**src/rtl/spram_rd_pkg.sv**
```systemverilog
// Shared definitions for the SPRAM stream reader: controller states and
// output FIFO depth.
package spram_rd_pkg;

    typedef enum logic [1:0] {
        IDLE  = 2'd0,
        RUN   = 2'd1,
        DRAIN = 2'd2
    } state_e;

    localparam int unsigned FIFO_DEPTH = 2;

endpackage

```
**src/rtl/spram_stream_reader_fifo2.sv**
```systemverilog
// Two-entry FIFO with occupancy count; entry 0 is always the head so the
// head word stays put until it is popped.
module fifo2 #(
    parameter int unsigned W = 8
) (
    input  logic         clk,
    input  logic         reset,
    input  logic         push,
    input  logic [W-1:0] push_data,
    input  logic         pop,
    output logic [W-1:0] head,
    output logic [1:0]   count
);

    logic [W-1:0] ent0_q, ent0_d;
    logic [W-1:0] ent1_q, ent1_d;
    logic [1:0]   count_q, count_d;

    always_comb begin
        ent0_d  = ent0_q;
        ent1_d  = ent1_q;
        count_d = count_q;
        case ({push, pop})
            2'b10: begin
                if (count_q == 2'd0) ent0_d = push_data;
                else                 ent1_d = push_data;
                count_d = count_q + 2'd1;
            end
            2'b01: begin
                ent0_d  = ent1_q;
                count_d = count_q - 2'd1;
            end
            2'b11: begin
                // Same-cycle push and pop: count unchanged, new word goes behind.
                if (count_q == 2'd1) begin
                    ent0_d = push_data;
                end else begin
                    ent0_d = ent1_q;
                    ent1_d = push_data;
                end
            end
            default: ;
        endcase
    end

    always_ff @(posedge clk) begin
        if (reset) begin
            ent0_q  <= '0;
            ent1_q  <= '0;
            count_q <= '0;
        end else begin
            ent0_q  <= ent0_d;
            ent1_q  <= ent1_d;
            count_q <= count_d;
        end
    end

    assign head  = ent0_q;
    assign count = count_q;

endmodule

```
**src/rtl/spram_stream_reader.sv**
```systemverilog
// Burst reader for a synchronous-read single-port RAM: issues sequential
// reads and streams the returned words out with valid/ready backpressure.
module spram_stream_reader
    import spram_rd_pkg::*;
#(
    parameter int unsigned width   = 8,
    parameter int unsigned widthad = 10
) (
    input  logic               clk,
    input  logic               reset,
    input  logic               start,
    input  logic [widthad-1:0] base_addr,
    input  logic [widthad:0]   length,
    output logic [widthad-1:0] rdaddress,
    input  logic [width-1:0]   q,
    output logic [width-1:0]   out_data,
    output logic               out_valid,
    input  logic               out_ready,
    output logic               out_last,
    output logic               busy,
    output logic               done
);

    state_e             state_q, state_d;
    logic [widthad-1:0] addr_q, addr_d;
    logic [widthad:0]   rem_q, rem_d;
    logic               inflight_q, inflight_d;
    logic               inflight_last_q, inflight_last_d;
    logic               done_q, done_d;

    logic [width:0]     head;
    logic [1:0]         count;
    logic               pop;
    logic               issue;
    logic [2:0]         occupancy;

    fifo2 #(.W(width + 1)) u_fifo (
        .clk       (clk),
        .reset     (reset),
        .push      (inflight_q),
        .push_data ({inflight_last_q, q}),
        .pop       (pop),
        .head      (head),
        .count     (count)
    );

    assign out_valid = (count != 2'd0);
    assign pop       = out_valid & out_ready;
    assign out_data  = head[width-1:0];
    assign out_last  = out_valid & head[width];

    // Words already held or on their way back, less the one leaving this cycle.
    assign occupancy = {1'b0, count} + {2'b00, inflight_q} - {2'b00, pop};
    assign issue     = (state_q == RUN) && (occupancy < 3'(FIFO_DEPTH));

    always_comb begin
        state_d         = state_q;
        addr_d          = addr_q;
        rem_d           = rem_q;
        done_d          = 1'b0;
        inflight_d      = issue;
        inflight_last_d = issue && (rem_q == (widthad + 1)'(1));
        case (state_q)
            IDLE: begin
                if (start) begin
                    if (length == '0) begin
                        done_d = 1'b1;
                    end else begin
                        state_d = RUN;
                        addr_d  = base_addr;
                        rem_d   = length;
                    end
                end
            end
            RUN: begin
                if (issue) begin
                    addr_d = addr_q + widthad'(1);
                    rem_d  = rem_q - (widthad + 1)'(1);
                    if (rem_q == (widthad + 1)'(1)) state_d = DRAIN;
                end
            end
            DRAIN: begin
                if (pop && head[width]) begin
                    state_d = IDLE;
                    done_d  = 1'b1;
                end
            end
            default: state_d = IDLE;
        endcase
    end

    always_ff @(posedge clk) begin
        if (reset) begin
            state_q         <= IDLE;
            addr_q          <= '0;
            rem_q           <= '0;
            inflight_q      <= 1'b0;
            inflight_last_q <= 1'b0;
            done_q          <= 1'b0;
        end else begin
            state_q         <= state_d;
            addr_q          <= addr_d;
            rem_q           <= rem_d;
            inflight_q      <= inflight_d;
            inflight_last_q <= inflight_last_d;
            done_q          <= done_d;
        end
    end

    assign rdaddress = addr_q;
    assign busy      = (state_q != IDLE);
    assign done      = done_q;

endmodule
```
**config.mk**
```make
export PLATFORM = sky130hd
export DESIGN_NAME = spram_stream_reader
export DESIGN_NICKNAME = d
export VERILOG_FILES = /design/src/rtl/spram_rd_pkg.sv /design/src/rtl/spram_stream_reader_fifo2.sv /design/src/rtl/spram_stream_reader.sv
export SDC_FILE = /design/constraint.sdc
export NUM_CORES = 1
export LEC_CHECK = 0
export BUFFER_PORTS_ARGS = -buffer_cell sky130_fd_sc_hd__buf_2
export CORE_MARGIN = 4
export CORE_UTILIZATION = 55
export CTS_CLUSTER_SIZE = 25
export DETAILED_ROUTE_END_ITERATION = 8
export PLACE_DENSITY = 0.82
export SYNTH_ARGS = -nofsm -noshare
export SYNTH_HDL_FRONTEND = slang
export SYNTH_HIERARCHICAL = 1
export SYNTH_SLANG_ARGS = --single-unit
```
**constraint.sdc**
```tcl
create_clock -name clk -period 6.6 [get_ports clk]
set_clock_uncertainty 0.1 [all_clocks]
set_input_delay 0.33 -clock clk [delete_from_list [all_inputs] [get_ports clk]]
set_output_delay 0.33 -clock clk [all_outputs]
set_load 0.01 [all_outputs]
```
==> impl_metrics.toml <==
[synthesis]
synth_ff_type = "dfxtp_1"
yosysMostFrequentCell = "dfxtp_1"
synth-seq-cells = 46
synthArstFlopShare_pct = 0
yosys-top-cells-count = "dfxtp_1, nor2_1, inv_1, clkbuf_1, a21oi_1"
ys_warn_count = 6
synth-edff-count = 0
synth.yosys.seq_area_share_pct = 33.8
avgSynthCellArea_um2 = 8.65
synth.distinct_cells = 59
synth_area_um2 = 2730
syn_inst = 315
yosysTopAreaCell = "dfxtp_1"
syn_nets = 359
synth_area_leaders = "dfxtp_1, nor2_1, ha_1"
synth_top_area_share_pct = 33.8

[floorplanning]
num_rows = 25
core-area_um2 = 4750
die_h_um = 78.4
io_pins = 55
die_x_um = 78.4
initial_core_util_pct = 57.3
die_area_um2 = 6140

[layout]
drive_gt1_share_pct = 24.3
n_fill_cell = 447
antennaDiodeCount = 0
stdcell_count = 425
nets = 401
area_delta_synth_final_pct = 13.5

[grt]
grt_max_degree = 43
gr-total-overflow = 0
track_usage_pct = 23.6
grt_pass1_vias = 2508
antenna_found_initial = 0
grt_pass1_wl_mm = 11.6

[timing]
max-slew-margin-rel_pct = 23.6
rsz0062_at_grt = "false"
timing.final.ws_setup_ps = 3350
tns_ps = 0
finalCritPeriodShare_pct = 49.3
max_freq_ghz = 0.307
setup_viol_count_final = 0
whs_ps = 168
min_period_ps = 3250
worstMarginPinSlew_ps = 1140
hold_violations = 0
drv_slew = 0

[placement]
pre_cts_slack_ps = 3380
place_congestion = 0.914
io_buffers = 54
dp_cells = 417
hpwlAfterDp_mm = 4.90

[cts]
clk_pin_slew_ps = 90
hold_buffers = 0
clock_sinks = 46
cts.root.buffer_cell = "clkbuf_8"
cts_htree_levels = 2
cts_buffer_depth = 2
clk_latency_ps = 310
postCtsSetupBuffers = 0
cts_tree = "built"
cts_made_buffers = 5
cts_resized = 0

[power]
ir_drop_mv = 0.186
total_power_mw = 1.12
power_density_nw_per_um2 = 363
p_leak_nw = 1.30

[detailed_routing]
wl_per_cell_um = 16.6
drt_iter0_markers = 178
first_pass_iters = 4
drt-total-wl_mm = 7.05
vias = 2639
drc = 0
final_antenna_net_count = 0
viasPerCell = 6.21

[setup_path]
crit_chain = "o21a_1 > nor2b_1 > o21ai_0 > fa_1 > xnor2_1 > a32o_1 > o21ai_1 > o32ai_1"
critical-path-top-delay-family = "compound AO/OA/AOI/OAI gates"
cp.buffers_inverters = 0
slowest_stage = "dfxtp_1"
crit_type = "register to register"
cp-startpoint = "u_fifo/count[0]$_SDFFE_PP0P_"
worstPathRequired_ps = 6710
cpPeakStageDelay_ps = 480
critPathMaxFanout = 14
worst_setup_path_end_kind = "register"
startpoint_type = "register"
crit_arrival_ps = 3370
r2r_start = "u_fifo/count[0]$_SDFFE_PP0P_"

[flow_run]
drv_cap = 0

[hold_path]
hp-start = "q[3]"
min_path_type = "input port to register"

[status]
status = "finished, final reports clean"
==> metal layers <==
metal | track usage [%] | routed length, µm | vias up
li1 | - | - | 1282
met1 | 29.0 | 3040 | 1249
met4 | 7.52 | 113 | 0
met2 | 40.8 | 3440 | 97
met3 | 5.62 | 452 | 11
met5 | 0 | 0 | -
==> placed cells by master, fill, tap and decap left out, types with 3 or more instances in the layout <==
master,Yosys,layout
ha_1,10,10
a211oi_1,10,10
nand2_1,14,14
a21oi_1,15,15
nor2_1,39,39
mux2i_1,11,11
or2_2,3,3
nand4_1,5,5
o21ai_0,5,5
dfxtp_1,46,46
inv_1,17,17
o211ai_1,4,4
o221a_2,4,4
nor3_1,12,12
buf_4,1,3
a221oi_2,7,7
nor3b_1,4,4
nor4_1,3,3
nor2b_1,3,3
xnor2_1,3,3
o32ai_1,10,10
nand3_1,11,11
clkbuf_8,0,5
a221oi_1,12,12
buf_2,2,54
==> final cells by class <==
type | instances | area (µm²) | share of cell area [%]
clock buffer | 5 | 68.8 | 2.23
clock inverter | 3 | 25.0 | 0.809
inverter | 17 | 63.8 | 2.06
multi-input combinational | 230 | 1640 | 52.9
sequential | 46 | 921 | 29.8
tap | 67 | 83.8 | 2.71
timing repair buffer | 57 | 293 | 9.47
==> per-stage QoR <==
step | utilization [%] | cell area (µm²)
global route | 65.0 | 3090
CTS | 65.0 | 3090
detailed placement | 63.1 | 3000
global placement | 63.1 | 3000
finish | 65.0 | 3090
floorplan | - | 2730
==> tightest hold or removal path, cell delays in order <==
cell     delay (ps)
buf_2            90
mux2i_1          60
nor2_1           80
==> state kept, by name (all words and copies together) (netlist names), 2 cells and up <==
signal and flops:
u_fifo/head 9, state_q 2, u_fifo/ent1_q 9, rem_q 11, u_fifo/count 2, rdaddress 10
==> cell families after synthesis <==
group                    after synthesis  share of synthesized area (%)
AND/OR/NAND/NOR                      112                           21.7
AO/OA/AOI/OAI                         93                           28.1
flip-flops                            46                           33.8
buffers and inverters                 39                           6.15
multiplexers                          11                           4.04
adder cells (fa/ha/maj)               11                           5.33
XOR/XNOR                               3                          0.964
==> report_power, final <==
group          leakage [nW]  total [mW]  internal, mW  switching [mW]
Sequential            0.377       0.414         0.346          0.0676
Clock                0.0447       0.185        0.0766           0.108
Combinational         0.873       0.524         0.216           0.308
Total                  1.30        1.12         0.639           0.484
==> path summary, 6_finish.rpt <==
kind / to / slack [ps] / depth (start not counted)
worst max-delay path: rdaddress[2]$_SDFFE_PP0P_ / 3350 / 8
worst min-delay path: u_fifo/ent1_q[3]$_SDFFE_PP0P_ / 170 / 3
worst max register to register: rdaddress[2]$_SDFFE_PP0P_ / 3350 / 8
worst min register to register: rdaddress[9]$_SDFFE_PP0P_ / 390 / 2
(Power assumes the default switching activity.)
